### src/rtl/rpc_wbuf_burst_drainer_if.sv
// Handshake bundle between the write-buffer burst drainer, its command source,
// the SRAM buffer read port and the RPC PHY write path.
interface rpc_wbuf_burst_drainer_if #(
  parameter int DataWidth  = 256,
  parameter int LenWidth   = 6,
  parameter int UsageWidth = 9
);
  logic                  cmd_valid_i;
  logic                  cmd_ready_o;
  logic [LenWidth-1:0]   cmd_len_i;
  logic [UsageWidth-1:0] usage_i;
  logic                  fifo_valid_i;
  logic                  fifo_ready_o;
  logic [DataWidth-1:0]  fifo_data_i;
  logic                  phy_valid_o;
  logic                  phy_ready_i;
  logic [DataWidth-1:0]  phy_data_o;
  logic                  phy_last_o;
  logic                  busy_o;
  logic                  done_o;

  // Drainer side
  modport slave (
    input  cmd_valid_i, cmd_len_i, usage_i, fifo_valid_i, fifo_data_i, phy_ready_i,
    output cmd_ready_o, fifo_ready_o, phy_valid_o, phy_data_o, phy_last_o, busy_o, done_o
  );

  // Environment side (command source, buffer, PHY)
  modport master (
    output cmd_valid_i, cmd_len_i, usage_i, fifo_valid_i, fifo_data_i, phy_ready_i,
    input  cmd_ready_o, fifo_ready_o, phy_valid_o, phy_data_o, phy_last_o, busy_o, done_o
  );
endinterface

### src/rtl/rpc_wbuf_burst_drainer.sv
// Drains one complete burst from the write-data buffer to the RPC PHY, waiting
// until the whole burst is buffered so the PHY never sees a mid-burst underrun.
module rpc_wbuf_burst_drainer #(
  parameter int DataWidth  = 256,
  parameter int LenWidth   = 6,
  parameter int UsageWidth = 9
) (
  input  logic                    clk_i,
  input  logic                    rst_i,
  rpc_wbuf_burst_drainer_if.slave bus
);
  localparam int CntW = LenWidth + 1;
  localparam int CmpW = (UsageWidth > CntW) ? UsageWidth : CntW;

  typedef enum logic [1:0] {
    ST_IDLE,
    ST_WAIT,
    ST_STREAM,
    ST_DONE
  } state_t;

  state_t               state_q, state_d;
  logic [CntW-1:0]      need_q, need_d;
  logic [CntW-1:0]      fetch_cnt_q, fetch_cnt_d;
  logic [CntW-1:0]      sent_cnt_q, sent_cnt_d;
  logic                 phy_valid_q, phy_valid_d;
  logic                 phy_last_q, phy_last_d;
  logic [DataWidth-1:0] phy_data_q, phy_data_d;

  logic            cmd_ready;
  logic            fifo_ready;
  logic            pop;
  logic            phy_hs;
  logic [CmpW-1:0] usage_ext;
  logic [CmpW-1:0] need_ext;

  assign usage_ext = CmpW'(bus.usage_i);
  assign need_ext  = CmpW'(need_q);

  always_comb begin
    state_d     = state_q;
    need_d      = need_q;
    fetch_cnt_d = fetch_cnt_q;
    sent_cnt_d  = sent_cnt_q;
    phy_valid_d = phy_valid_q;
    phy_last_d  = phy_last_q;
    phy_data_d  = phy_data_q;

    cmd_ready  = (state_q == ST_IDLE) && !rst_i;
    // Pop only while words remain and the output register will be free next edge.
    fifo_ready = (state_q == ST_STREAM) && !rst_i && (fetch_cnt_q != need_q) &&
                 (!phy_valid_q || bus.phy_ready_i);
    pop        = fifo_ready && bus.fifo_valid_i;
    phy_hs     = phy_valid_q && bus.phy_ready_i;

    unique case (state_q)
      ST_IDLE: begin
        if (bus.cmd_valid_i && cmd_ready) begin
          need_d      = CntW'(bus.cmd_len_i) + CntW'(1);
          fetch_cnt_d = '0;
          sent_cnt_d  = '0;
          state_d     = ST_WAIT;
        end
      end
      ST_WAIT: begin
        if (usage_ext >= need_ext) begin
          state_d = ST_STREAM;
        end
      end
      ST_STREAM: begin
        if (pop) begin
          phy_valid_d = 1'b1;
          phy_data_d  = bus.fifo_data_i;
          phy_last_d  = (fetch_cnt_q + CntW'(1)) == need_q;
          fetch_cnt_d = fetch_cnt_q + CntW'(1);
        end else if (phy_hs) begin
          phy_valid_d = 1'b0;
          phy_last_d  = 1'b0;
        end
        if (phy_hs) begin
          sent_cnt_d = sent_cnt_q + CntW'(1);
          // The word being accepted is the need-th one: burst complete.
          if (sent_cnt_q == (need_q - CntW'(1))) begin
            state_d = ST_DONE;
          end
        end
      end
      ST_DONE: begin
        phy_valid_d = 1'b0;
        phy_last_d  = 1'b0;
        state_d     = ST_IDLE;
      end
      default: begin
        state_d = ST_IDLE;
      end
    endcase
  end

  always_ff @(posedge clk_i) begin
    if (rst_i) begin
      state_q     <= ST_IDLE;
      need_q      <= '0;
      fetch_cnt_q <= '0;
      sent_cnt_q  <= '0;
      phy_valid_q <= 1'b0;
      phy_last_q  <= 1'b0;
      phy_data_q  <= '0;
    end else begin
      state_q     <= state_d;
      need_q      <= need_d;
      fetch_cnt_q <= fetch_cnt_d;
      sent_cnt_q  <= sent_cnt_d;
      phy_valid_q <= phy_valid_d;
      phy_last_q  <= phy_last_d;
      phy_data_q  <= phy_data_d;
    end
  end

  assign bus.cmd_ready_o  = cmd_ready;
  assign bus.fifo_ready_o = fifo_ready;
  assign bus.phy_valid_o  = phy_valid_q;
  assign bus.phy_data_o   = phy_data_q;
  assign bus.phy_last_o   = phy_last_q;
  assign bus.busy_o       = (state_q != ST_IDLE);
  assign bus.done_o       = (state_q == ST_DONE);
endmodule

### src/flat_wrapper.sv
// flat-port wrapper written by rule: the top's interface ports become plain ports
module rpc_wbuf_burst_drainer_flat 
#(
  parameter int DataWidth  = 256,
  parameter int LenWidth   = 6,
  parameter int UsageWidth = 9
)
  (clk_i, rst_i, bus_cmd_valid_i, bus_cmd_len_i, bus_usage_i, bus_fifo_valid_i, bus_fifo_data_i, bus_phy_ready_i, bus_cmd_ready_o, bus_fifo_ready_o, bus_phy_valid_o, bus_phy_data_o, bus_phy_last_o, bus_busy_o, bus_done_o);
  rpc_wbuf_burst_drainer_if #(.DataWidth(DataWidth), .LenWidth(LenWidth), .UsageWidth(UsageWidth)) bus_i ();
  input  logic clk_i;
  input  logic rst_i;
  input wire logic [$bits(bus_i.cmd_valid_i)-1:0] bus_cmd_valid_i;
  input wire logic [$bits(bus_i.cmd_len_i)-1:0] bus_cmd_len_i;
  input wire logic [$bits(bus_i.usage_i)-1:0] bus_usage_i;
  input wire logic [$bits(bus_i.fifo_valid_i)-1:0] bus_fifo_valid_i;
  input wire logic [$bits(bus_i.fifo_data_i)-1:0] bus_fifo_data_i;
  input wire logic [$bits(bus_i.phy_ready_i)-1:0] bus_phy_ready_i;
  output wire logic [$bits(bus_i.cmd_ready_o)-1:0] bus_cmd_ready_o;
  output wire logic [$bits(bus_i.fifo_ready_o)-1:0] bus_fifo_ready_o;
  output wire logic [$bits(bus_i.phy_valid_o)-1:0] bus_phy_valid_o;
  output wire logic [$bits(bus_i.phy_data_o)-1:0] bus_phy_data_o;
  output wire logic [$bits(bus_i.phy_last_o)-1:0] bus_phy_last_o;
  output wire logic [$bits(bus_i.busy_o)-1:0] bus_busy_o;
  output wire logic [$bits(bus_i.done_o)-1:0] bus_done_o;
  assign bus_i.cmd_valid_i = bus_cmd_valid_i;
  assign bus_i.cmd_len_i = bus_cmd_len_i;
  assign bus_i.usage_i = bus_usage_i;
  assign bus_i.fifo_valid_i = bus_fifo_valid_i;
  assign bus_i.fifo_data_i = bus_fifo_data_i;
  assign bus_i.phy_ready_i = bus_phy_ready_i;
  assign bus_cmd_ready_o = bus_i.cmd_ready_o;
  assign bus_fifo_ready_o = bus_i.fifo_ready_o;
  assign bus_phy_valid_o = bus_i.phy_valid_o;
  assign bus_phy_data_o = bus_i.phy_data_o;
  assign bus_phy_last_o = bus_i.phy_last_o;
  assign bus_busy_o = bus_i.busy_o;
  assign bus_done_o = bus_i.done_o;
  rpc_wbuf_burst_drainer #(.DataWidth(DataWidth), .LenWidth(LenWidth), .UsageWidth(UsageWidth)) u_core (.clk_i(clk_i), .rst_i(rst_i), .bus(bus_i));
endmodule
### config.mk
export PLATFORM = sky130hd
export DESIGN_NAME = rpc_wbuf_burst_drainer_flat
export DESIGN_NICKNAME = d
export VERILOG_FILES = /design/src/rtl/rpc_wbuf_burst_drainer_if.sv /design/src/rtl/rpc_wbuf_burst_drainer.sv /design/src/flat_wrapper.sv
export SDC_FILE = /design/constraint.sdc
export NUM_CORES = 1
export LEC_CHECK = 0
export BUFFER_PORTS_ARGS = -buffer_cell sky130_fd_sc_hd__buf_2
export CAP_MARGIN = 20
export CORE_AREA = 2 2 207 209
export CTS_BUF_LIST = sky130_fd_sc_hd__clkbuf_16
export CTS_CLUSTER_DIAMETER = 40
export DETAILED_ROUTE_END_ITERATION = 8
export DIE_AREA = 0 0 209 211
export SYNTH_ARGS = -nofsm -noshare
export SYNTH_HDL_FRONTEND = slang
export SYNTH_SLANG_ARGS = --single-unit
export TNS_END_PERCENT = 10
### constraint.sdc
create_clock -name clk_i -period 2.2 [get_ports clk_i]
set_input_delay 0.11 -clock clk_i [delete_from_list [all_inputs] [get_ports clk_i]]
set_output_delay 0.11 -clock clk_i [all_outputs]
set_load 0.1 [all_outputs]
# [Word level (Yosys, flattened, before mapping)]
# Index checks and enable logic that the tools add are counted.
[op_classes] add_sub_neg=4 multipliers=0 div=0 order_cmp=1 n_eq_ne=12 shifts=0 n_mux=15 n_bitwise=0 reduce_logical=20
[op_table] op="$pmux W7 S2" n=2
[op_table] op="$mux W7" n=3
[op_table] op="$add A7 B1 Y7 const B" n=2
[op_table] op="$eq A7 B7 Y1" n=2
[op_table] op="$ge A9 B7 Y1" n=1
[op_table] op="$mux W2" n=4
[op_table] op="$pmux W2 S4" n=1
[op_table] op="$add A6 B1 Y7 const B" n=1
[op_table] op="$logic_and A1 B1 Y1" n=7
[op_table] op="$ne A7 B7 Y1" n=1
[op_table] op="$sub A7 B1 Y7 const B" n=1
[op_table] op="$ne A2 B1 Y1 const B" n=3
[op_table] op="$reduce_and A2 Y1" n=3
[op_table] op="$reduce_and A3 Y1" n=2
[op_table] op="$reduce_bool A2 Y1" n=3
[op_table] op="$eq A2 B2 Y1 const B" n=2
[op_table] op="$ne A2 B2 Y1 const B" n=2
[op_table] op="$pmux W1 S2" n=2
[op_table] op="$reduce_and A4 Y1" n=1
[op_table] op="$mux W1" n=3
[op_table] op="$ne A3 B1 Y1 const B" n=1
[op_table] op="$eq A2 B1 Y1 const B" n=1
[op_table] op="$logic_not A1 Y1" n=2
[op_table] op="$logic_not A2 Y1" n=1
[op_table] op="$logic_or A1 B1 Y1" n=1
[word_totals] reg_bits=281 latchBits=0 ramBits=0 mem_bits_ro=0 output_inout_bits=262 mem_count=0

# [Longest topological paths before layout]
# Gate-level depths: netlist of the first run.
[depth] ltp_word=7 depth_mapped=9

# [Least setup slack after synthesis of the first run]
# No wires, ideal clock.
[synth_path] path_type="flip-flop to output port" from="reg u_core.phy_valid_q (netlist: u_core.bus.phy_valid_o)" to="out bus_fifo_ready_o" arrival_ps=2521 t_required_ps=2090 slack_ps=-431 stages_incl_launch_ff=4 n_path_buf=0 cell_sequence="dfxtp_1 nand2b_1 nand3b_1 a31oi_1"
[synth_between] elab_chain_cells=3
[synth_lines] item="start: declaration" line="rpc_wbuf_burst_drainer.sv:26" rtl="logic phy_valid_q, phy_valid_d;"
[synth_lines] item="start signal: assignment" line="rpc_wbuf_burst_drainer.sv:113" rtl="phy_valid_q <= phy_valid_d;"
[synth_lines] item="$logic_not A1 Y1" line="rpc_wbuf_burst_drainer.sv:52" rtl="(!phy_valid_q || bus.phy_ready_i);"
[synth_lines] item="$logic_or A1 B1 Y1" line="rpc_wbuf_burst_drainer.sv:52"
[synth_lines] item="$logic_and A1 B1 Y1" line="rpc_wbuf_burst_drainer.sv:51" rtl="fifo_ready = (state_q == ST_STREAM) && !rst_i && (fetch_cnt_q != need_q) &&"
[synth_lines] item="end: declaration" line="flat_wrapper.sv:19" rtl="output wire logic [$bits(bus_i.fifo_ready_o)-1:0] bus_fifo_ready_o;"
# Every way passes these cells.

# [Worst setup path after layout of the first run]
[layout_path] from="reg u_core.fetch_cnt_q[5]" to="reg u_core.phy_data_q[104] (netlist: u_core.bus.phy_data_o[104])"
[layout_between] elab_chain_cells=5
[layout_lines] item="start: declaration" line="rpc_wbuf_burst_drainer.sv:24" rtl="logic [CntW-1:0] fetch_cnt_q, fetch_cnt_d;"
[layout_lines] item="start signal: assignment" line="rpc_wbuf_burst_drainer.sv:111" rtl="fetch_cnt_q <= fetch_cnt_d;"
[layout_lines] item="$ne A7 B7 Y1" line="rpc_wbuf_burst_drainer.sv:51"
[layout_lines] item="$logic_and A1 B1 Y1 (2 in a row)" line="rpc_wbuf_burst_drainer.sv:51"
[layout_lines] item="$logic_and A1 B1 Y1" line="rpc_wbuf_burst_drainer.sv:53" rtl="pop = fifo_ready && bus.fifo_valid_i;"
[layout_lines] item="$reduce_and A2 Y1 (no line)"
[layout_lines] item="end signal: assignment" line="rpc_wbuf_burst_drainer.sv:115" rtl="phy_data_q <= phy_data_d;"
[layout_lines] item="end: declaration" line="rpc_wbuf_burst_drainer.sv:28" rtl="logic [DataWidth-1:0] phy_data_q, phy_data_d;"
# Every way passes these cells.
# A chain may end at the register's enable or synchronous reset.

==> results of run 1 <==
[sequential cells by signal (all words and copies together) (netlist names)]
signal and cells:
u_core.bus.phy_data_o 256, u_core.fetch_cnt_q 7, u_core.state_q 2, u_core.bus.phy_valid_o 1, u_core.sent_cnt_q 7, u_core.need_q 7
u_core.bus.phy_last_o 1
[cells in the final DEF (no fill, tap or decap), types with 3 or more instances in the layout]
cell | Yosys | routed
inv_1 | 12 | 19
dlygate4sd3_1 | 0 | 267
dfxtp_1 | 281 | 277
xor2_1 | 14 | 12
nand2_1 | 530 | 530
clkbuf_16 | 0 | 52
clkinv_2 | 0 | 4
nor3_1 | 5 | 5
xnor2_1 | 14 | 14
or3_1 | 4 | 4
clkinv_4 | 0 | 7
mux2i_1 | 3 | 3
buf_2 | 30 | 533
a211oi_1 | 5 | 5
or2_2 | 3 | 3
nand2b_1 | 6 | 6
a21oi_1 | 273 | 273
nand3b_1 | 3 | 3
buf_12 | 0 | 14
ha_1 | 15 | 14
inv_6 | 0 | 7
buf_4 | 0 | 58
dfxtp_2 | 0 | 4
clkinvlp_4 | 0 | 6
and4_1 | 3 | 3
bufinv_16 | 0 | 4
nor2_1 | 27 | 26
and3_1 | 3 | 3
o21ai_0 | 7 | 7
nand3_1 | 9 | 9
[metal layers]
metal	track usage (%)	up-vias
li1	-	6086
met1	18.3	5630
met2	30.7	496
met3	4.77	106
met4	8.77	0
met5	0	-
[timing repair]
action	CTS	global route
gates cloned	0	2
buffers inserted	0	5
hold buffers	267	0
pin swaps	0	3
endpoints found under the hold margin	266	0
endpoints found under the setup margin	4	224
resized for setup	4	12
[kinds of logic after synthesis]
family,after synthesis,synth area share (%)
xor gates and xnor gates,28,2.32
adders and majority gates,15,1.78
muxes,4,0.391
buffers and inverters,111,4.30
AOI/OAI and AO/OA,311,15.7
and+or+nand+nor,600,22.3
DFF,281,53.2
[cell type report]
cell class / count / area (sq um)
Antenna cell: 1 / 2.50
Clock buffer: 50 / 1250
Clock inverter: 38 / 370
Fill cell: 3875 / 23000
Inverter: 12 / 45.0
Multi-Input combinational cell: 958 / 4550
Sequential cell: 281 / 5630
Tap cell: 539 / 674
Timing Repair Buffer: 879 / 6190
[path summary, 6_finish.rpt]
| kind | from | to | slack [ns] |
|---|---|---|---|
| worst max-delay path | u_core.fetch_cnt_q[5]$_SDFFE_PP0P_ | u_core.bus.phy_data_o[104]$_SDFFE_PP0P_ | 0.1 |
| worst min-delay path | bus_cmd_valid_i | u_core.fetch_cnt_q[1]$_SDFFE_PP0P_ | 0.09 |
| worst max register to register | u_core.fetch_cnt_q[5]$_SDFFE_PP0P_ | u_core.bus.phy_data_o[104]$_SDFFE_PP0P_ | 0.1 |
| worst min register to register | u_core.bus.phy_data_o[123]$_SDFFE_PP0P_ | u_core.bus.phy_data_o[123]$_SDFFE_PP0P_ | 0.45 |
[critical path: cells and delay by family, from the launching register on]
family                 cells  cell delay (ns)
flip-flops                 1             0.43
AO/OA/AOI/OAI              2             0.50
buffers and inverters      2             0.40
XOR/XNOR                   1             0.20
AND/OR/NAND/NOR            2             0.42
[power groups by stage]
stage                     clock (mW)  sequential, mW  combinational (mW)
final                           7.36            5.46                4.15
after global routing            7.79            5.48                4.39
after CTS                       7.55            5.45                4.06
after detailed placement           0            5.55                3.65
after global placement             0            5.54                3.63
after floorplan                    0            6.79                1.30
==> impl_metrics.ini, run 1 <==
[place]
placed_area_sq_um = 14300
port_buffers = 537
gp_congestion = 0.866
post-place-ws_ns = -0.00935
place_inst = 2395
place_hpwl_mm = 26.4

[critical_path]
crit_chain = xnor2_1 -> and4_1 -> a311o_2 -> buf_12 -> buf_12 -> nand2_1 -> a21oi_1
crit_slowest_cell = dfxtp_1
cp.arrival_ns = 2.56
cp_slowest_stage_delay_ns = 0.43
crit_type = flop to flop
critPathMostFrequentCell = buf_12
cp-end-kind = flop
critical_path_required_ns = 2.66
crit_fanout = 32
r2r_cells = 7
worst_setup_path_start_kind = flop

[clocking]
h-tree-depth = 2
cts.sinks = 281
cts_tree = done
cts_buffers = 48
cts.path.max_buffers = 3
insertion_delay_ns = 0.55
cts_root_buf = clkbuf_16
clk_pin_slew_worst_paths_ns = 0.05

[yosys]
synth-seq-area-share_pct = 53.2
syn_area_sq_um = 10600
yosys.area.top_type_share_pct = 53.2
synth-async-reset-ratio_pct = 0
synthTopCellsByArea = dfxtp_1 53%, nand2_1 19%, a21oi_1 13%
synth_seq_cells = 281
synth_edf_count = 0
yosysMostFrequentCell = nand2_1
synth_largest_area_cell = dfxtp_1
syn_avg_cell_area_sq_um = 7.83
ys_types = 46
yosys_warnings = 0
postSynthCellCount = 1350
syn-num-nets = 1641
synth_common_cells = 530 x nand2_1, 281 x dfxtp_1, 273 x a21oi_1, 65 x clkbuf_1, 30 x buf_2
dominantRegCellSynth = dfxtp_1

[final_layout]
final_cells = 2758
areaGrowthSynthToFinish_pct = 77.0
nets = 2471
drive_gt1_share_pct = 32.1
fin_util_pct = 44.8
finish.instance_area_sq_um = 18700

[drt]
dr_wl_met3_mm = 2.97
wl_per_cell_microns = 14.7
drt_iter0_markers = 695
drt_wl_total_mm = 40.4
top_layer = met4
drt-met1-wl_mm = 15.9
final_antenna_net_count = 0
drc_errors = 0
route.met2.wl_mm = 20.1
drt_pre_antenna_iters = 5
route.vias.total = 12300
via_per_inst = 4.47

[power]
p_sw_mw = 5.63
seqPwrFrac_pct = 32.2
p_leak_nw = 8.18
clkPwrFrac_pct = 43.4
pwr_density_cell_nw_per_um2 = 907
ir_drop_v = 0.000670
power.internal_mw = 11.3
switching_share_pct = 33.2
total_power_mw = 17.0
combPwrFrac_pct = 24.4

[job]
cap_violations = 0

[die]
core-area_sq_um = 41800
start_util_pct = 25.3
io_pins = 538
die_x_microns = 209
fp.dieH_microns = 211
fp-row-count = 75
dieArea_sq_um = 44100

[timing]
fin_crit_ns = 2.10
timing.slew.headroom_pct = 46.9
worst_pin_slew_ns = 0.796
max_clock_freq_ghz = 0.476
finalSetupViolCount = 0
hold_ws_ns = 0.0876
skew_ns = 0.0171
hold_violations = 0
final.period_utilization_pct = 95.6
fin_tns_setup_ns = 0
drv_slew = 0
fin_ws_ns = 0.0978

[global_routing]
antenna_found_initial = 1
grt_overflow = 0
grt_max_degree = 141
grt_usage_pct = 17.1
grt_pass1_wl_mm = 61.6
grt_pass1_vias = 12400

[status]
status = completed

[worst_hold_path]
hold_depth = 5
worstHoldPathType = primary input to flop
No activity file was read; power rests on OpenSTA's default activity.
==> run 2, diff against run 1 <==
==> constraint.sdc (replaced) <==
create_clock -name clk_i -period 2.6 [get_ports clk_i]
set_input_delay 0.13 -clock clk_i [delete_from_list [all_inputs] [get_ports clk_i]]
set_output_delay 0.13 -clock clk_i [all_outputs]
set_load 0.1 [all_outputs]
==> run 2 against run 1 <==
Effect of this change:
- worst hold slack got worse by 0.046 ns
- sequential share of layout area rose by 1.2 points
- first-iteration DRC count down 0.43%
- die area did not move
- critical endpoint is now u_core.bus.phy_data_o[32]$_SDFFE_PP0P_
- largest cell class is now flip-flops and latches
- highest routed layer unchanged
==> impl_metrics.ini, run 2 (synthesized netlist as in run 1, its figures left out) <==
[timing]
final.period_utilization_pct = 88.8
fin_tns_setup_ns = 0
skew_ns = 0.0197
finalSetupViolCount = 0
drv_slew = 0
hold_violations = 0
max_clock_freq_ghz = 0.433
fin_crit_ns = 2.31
rsz0062_at_grt = no
worst_pin_slew_ns = 1.00
timing.slew.headroom_pct = 33.4

[die]
die_x_microns = 209
dieArea_sq_um = 44100
core-area_sq_um = 41800
start_util_pct = 25.3
fp-row-count = 75
fp.dieH_microns = 211
io_pins = 538

[power]
p_leak_nw = 7.79
pwr_density_cell_nw_per_um2 = 765
ir_drop_v = 0.000518

[critical_path]
worst_setup_path_start_kind = flop
r2r_cells = 7
crit_fanout = 120
reg2reg_to = u_core.bus.phy_data_o[32]$_SDFFE_PP0P_
cp.arrival_ns = 2.79
crit_chain = buf_4 -> xnor2_1 -> and4_1 -> a311oi_4 -> buf_12 -> nand2_1 -> a21oi_1
cp_top_family = compound AO/OA/AOI/OAI gates
critical_path_required_ns = 3.08
worstPathBufferInverterCount = 2
crit_type = flop to flop
cp-end-kind = flop
cp_slowest_stage_delay_ns = 0.43
crit_slowest_cell = a311oi_4
r2r_setup_slack_ns = 0.29
timing.rr.start = u_core.need_q[0]$_SDFFE_PP0P_

[clocking]
cts.sinks = 281
cts.path.max_buffers = 3
cts_tree = done
h-tree-depth = 2
post_cts_resized = 0
cts_root_buf = clkbuf_16
insertion_delay_ns = 0.57
clk_pin_slew_worst_paths_ns = 0.05
cts_buffers = 47

[global_routing]
grt_overflow = 0
grt_max_degree = 145
grt_pass1_wl_mm = 60.1
grt_usage_pct = 16.5
antenna_found_initial = 0
grt_pass1_vias = 12200

[drt]
via_per_inst = 4.43
drt_wl_total_mm = 38.1
wl_per_cell_microns = 14.1
drt_iter0_markers = 692
drc_errors = 0
route.vias.total = 12000
drt_pre_antenna_iters = 5
final_antenna_net_count = 0

[worst_hold_path]
whs_endpoint = u_core.need_q[1]$_SDFFE_PP0P_
hold_path_startpoint = bus_cmd_len_i[1]
worstHoldPathType = primary input to flop
hold_depth = 4

[final_layout]
drive_gt1_share_pct = 29.9
final_cells = 2705
layout_commonest_cell = buf_2
areaGrowthSynthToFinish_pct = 70.3
nFillCells = 3931
final_cell_mix = 536 x buf_2, 530 x nand2_1, 281 x dfxtp_1, 273 x a21oi_1, 263 x dlygate4sd3_1
largest_reg_flops = 256
nets = 2415

[job]
cap_violations = 0

[place]
place_hpwl_mm = 24.4
port_buffers = 537
place_inst = 2351
gp_congestion = 0.953

[status]
status = completed
run 2: power breakdown:
part / switching, mW / internal (mW)
registers: 0.124 / 4.50
logic: 2.24 / 0.935
clock network: 2.30 / 3.67
run 2: metrics by stage:
step / power [mW] / instance area, sq um / hold slack [ns] / setup WS (ns) / util (%)
after floorplan: 6.85 / 10600 / 0.226 / 0.0186 / -
after global placement: 7.54 / 13800 / 0.370 / 0.353 / 33.1
after detailed placement: 7.55 / 13800 / 0.375 / 0.325 / 33.1
after CTS: 13.9 / 18000 / 0.0309 / 0.259 / 43.1
after global routing: 14.3 / 18000 / 0.0555 / 0.0531 / 43.1
final: 13.8 / 18000 / 0.0412 / 0.290 / 43.1
run 2: worst max-delay path by stage:
stage	from	to	slack (ns)	depth (start not counted)
after floorplan	u_core.state_q[0]$_SDFFE_PP0P_	bus_cmd_ready_o	0.02	4
after global placement	u_core.state_q[0]$_SDFFE_PP0P_	u_core.sent_cnt_q[6]$_SDFFE_PP0P_	0.35	7
after detailed placement	u_core.state_q[0]$_SDFFE_PP0P_	u_core.sent_cnt_q[6]$_SDFFE_PP0P_	0.32	7
after CTS	u_core.need_q[0]$_SDFFE_PP0P_	bus_fifo_ready_o	0.26	5
after global routing	u_core.state_q[0]$_SDFFE_PP0P_	u_core.sent_cnt_q[5]$_SDFFE_PP0P_	0.05	7
final	u_core.need_q[0]$_SDFFE_PP0P_	u_core.bus.phy_data_o[32]$_SDFFE_PP0P_	0.29	7
run 2: metal layers:
| layer | vias up | share of wire [%] | GRT usage, % | wire, microns |
|---|---|---|---|---|
| met5 | - | 0 | 0 | 0 |
| li1 | 5968 | - | - | - |
| met2 | 502 | 50 | 29.1 | 19000 |
| met4 | 0 | 3.1 | 6.95 | 1180 |
| met1 | 5416 | 39 | 18.4 | 15000 |
| met3 | 89 | 7.8 | 4.89 | 2960 |
run 2: what timing repair did:
item                                   in CTS  in global routing
setup buffers                               0                  0
hold buffers                              263                  0
endpoints found under the hold margin     263                  0
run 2: worst min-delay path, cell delays in order:
cell and delay (ns):
buf_2 0.10, ha_1 0.12, nand2_1 0.06, a21oi_1 0.15
run 2: final cells by class:
class	count	area, sq um	share of cell area (%)
Sequential cell	281	5630	31.3
Timing Repair Buffer	824	5600	31.1
Multi-Input combinational cell	958	4510	25.1
Clock buffer	47	1180	6.53
Tap cell	539	674	3.75
Clock inverter	41	364	2.02
Inverter	12	45.0	0.250
Antenna cell	3	7.51	0.0417
==> run 3, diff against run 2 <==
--- a/config.mk
+++ b/config.mk
@@ -12,6 +12,7 @@
 export CTS_CLUSTER_DIAMETER = 40
 export DETAILED_ROUTE_END_ITERATION = 8
 export DIE_AREA = 0 0 209 211
+export SETUP_SLACK_MARGIN = 0.4
 export SYNTH_ARGS = -nofsm -noshare
 export SYNTH_HDL_FRONTEND = slang
 export SYNTH_SLANG_ARGS = --single-unit
==> run 3 against run 2 <==
Effect of this change:
- clock skew up 0.0014 ns
- largest power group unchanged
- critical path type unchanged
- cell count is 0.55% higher
- largest cell class is now non-clock buffers
- die area unchanged
- non-clock buffer count up 23
- first-iteration DRC count increased by 1.0%
- sequential power about the same
- core utilization grew 0.83 points
- register-to-register slack better by 0.13 ns
- sequential cell count stayed put
- worst setup slack better by 0.13 ns
==> impl_metrics.ini, run 3 (synthesized netlist as in run 1, its figures left out) <==
[status]
status = completed

[critical_path]
reg2reg_to = u_core.state_q[0]$_SDFFE_PP0P_
critical_path_required_ns = 3.03
r2r_setup_slack_ns = 0.42
crit_slowest_cell = a2111oi_1
cp-end-kind = flop
timing.rr.start = u_core.need_q[0]$_SDFFE_PP0P_
cp_slowest_stage_delay_ns = 0.49
crit_fanout = 8
crit_chain = ha_1 -> nand2b_1 -> a2111oi_1 -> nor2_1 -> o311ai_0 -> a311oi_1 -> o21a_1
worstPathBufferInverterCount = 0
cp_top_family = compound AO/OA/AOI/OAI gates
r2r_cells = 7
worst_setup_path_start_kind = flop
crit_type = flop to flop
cp.arrival_ns = 2.61

[global_routing]
grt_pass1_wl_mm = 60.8
grt_pass1_vias = 12300
grt_max_degree = 134
grt_overflow = 0
antenna_found_initial = 0
grt_usage_pct = 16.8

[drt]
drc_errors = 0
final_antenna_net_count = 0
wl_per_cell_microns = 14.7
route.vias.total = 12200
drt_pre_antenna_iters = 7
drt_iter0_markers = 699
via_per_inst = 4.48
drt_wl_total_mm = 39.9

[timing]
fin_ws_ns = 0.424
rsz0062_at_grt = yes
timing.slew.headroom_pct = 50.7
drv_slew = 0
hold_ws_ns = 0.0949
finalSetupViolCount = 0
fin_crit_ns = 2.18
skew_ns = 0.0211
max_clock_freq_ghz = 0.460
hold_violations = 0
worst_pin_slew_ns = 0.739
final.period_utilization_pct = 83.7
fin_tns_setup_ns = 0

[place]
port_buffers = 537
gp_congestion = 0.857
place_hpwl_mm = 25.3
post-place-ws_ns = 0.263

[worst_hold_path]
whs_endpoint = u_core.need_q[4]$_SDFFE_PP0P_
worstHoldPathType = primary input to flop
hold_path_startpoint = bus_cmd_valid_i
hold_depth = 3

[clocking]
h-tree-depth = 2
cts.path.max_buffers = 3
insertion_delay_ns = 0.56
clk_pin_slew_worst_paths_ns = 0.05
cts_root_buf = clkbuf_16
cts_tree = done
cts_buffers = 46
cts.sinks = 281

[power]
p_leak_nw = 7.98
pwr_density_cell_nw_per_um2 = 774
ir_drop_v = 0.000563
total_power_mw = 14.2

[final_layout]
nets = 2437
nFillCells = 3875
final_cell_mix = 535 x buf_2, 530 x nand2_1, 275 x dfxtp_1, 273 x a21oi_1, 265 x dlygate4sd3_1
layout_commonest_cell = buf_2
drive_gt1_share_pct = 31.1
n_antenna_cell = 0
ff_latch_area_sq_um = 5630
largest_reg_flops = 256
multiInputGateArea_sq_um = 4530
areaGrowthSynthToFinish_pct = 73.5

[die]
fp-row-count = 75
core-area_sq_um = 41800
fp.dieH_microns = 211
start_util_pct = 25.3
io_pins = 538
dieArea_sq_um = 44100
die_x_microns = 209

[job]
cap_violations = 0
==> run 3: metrics by stage <==
step           instance area, sq um  utilization, %  std cells
3_5_place_dp                  14000            33.5       2367
6_report                      18300            43.9       2720
3_3_place_gp                  14000            33.5       2367
2_1_floorplan                 10600               -       1350
5_1_grt                       18300            43.9       2720
4_1_cts                       18300            43.7       2716
==> run 3: worst register-to-register path, delay by kind of cell, from the launching register on <==
kind	cells	cell delay, ns
AO/OA/AOI/OAI	4	1.16
AND/OR/NAND/NOR	2	0.23
flip-flops	1	0.43
adder cells (fa/ha/maj)	1	0.26
==> run 3: how the worst max path moves through the flow <==
stage | from | endpoint | slack [ns] | depth (start not counted)
floorplan | u_core.state_q[0]$_SDFFE_PP0P_ | bus_cmd_ready_o | 0.47 | 4
global placement | u_core.need_q[0]$_SDFFE_PP0P_ | u_core.state_q[0]$_SDFFE_PP0P_ | 0.22 | 7
detailed placement | u_core.need_q[0]$_SDFFE_PP0P_ | u_core.state_q[0]$_SDFFE_PP0P_ | 0.26 | 7
CTS | u_core.state_q[0]$_SDFFE_PP0P_ | bus_busy_o | 0.35 | 5
global route | u_core.need_q[0]$_SDFFE_PP0P_ | u_core.state_q[0]$_SDFFE_PP0P_ | 0.32 | 7
finish | u_core.need_q[0]$_SDFFE_PP0P_ | u_core.state_q[0]$_SDFFE_PP0P_ | 0.42 | 7
==> run 3: layout make-up <==
class / instances / share of cell area, %
repair buffers: 847 / 32.0
flip-flops and latches: 281 / 30.7
clock buffers: 47 / 6.41
inverters: 12 / 0.246
multi-input cells: 958 / 24.7
well taps: 539 / 3.68
clock inverters: 36 / 2.23
==> run 3: power by group <==
group | leakage [nW] | total (mW) | internal, mW | switching (mW)
registers | 2.27 | 4.64 | 4.50 | 0.139
logic | 4.93 | 3.28 | 1.00 | 2.28
clock network | 0.787 | 6.27 | 4.02 | 2.25
==> run 3: what timing repair did <==
item | in CTS | in global routing
endpoints found under the hold margin | 274 | 0
hold buffers | 265 | 0
buffers inserted | 1 | 2
setup endpoints to repair | 215 | 190
gates cloned | 0 | 2
resized for setup | 5 | 10
pin swaps | 1 | 2
==> run 3: routing by layer <==
| metal | vias up | global-route usage [%] | share of wire (%) |
|---|---|---|---|
| li1 | 5992 | - | - |
| met1 | 5561 | 18.0 | 40 |
| met2 | 509 | 29.9 | 49 |
| met3 | 121 | 4.88 | 7.1 |
| met4 | 0 | 9.19 | 4.8 |
| met5 | - | 0 | 0 |
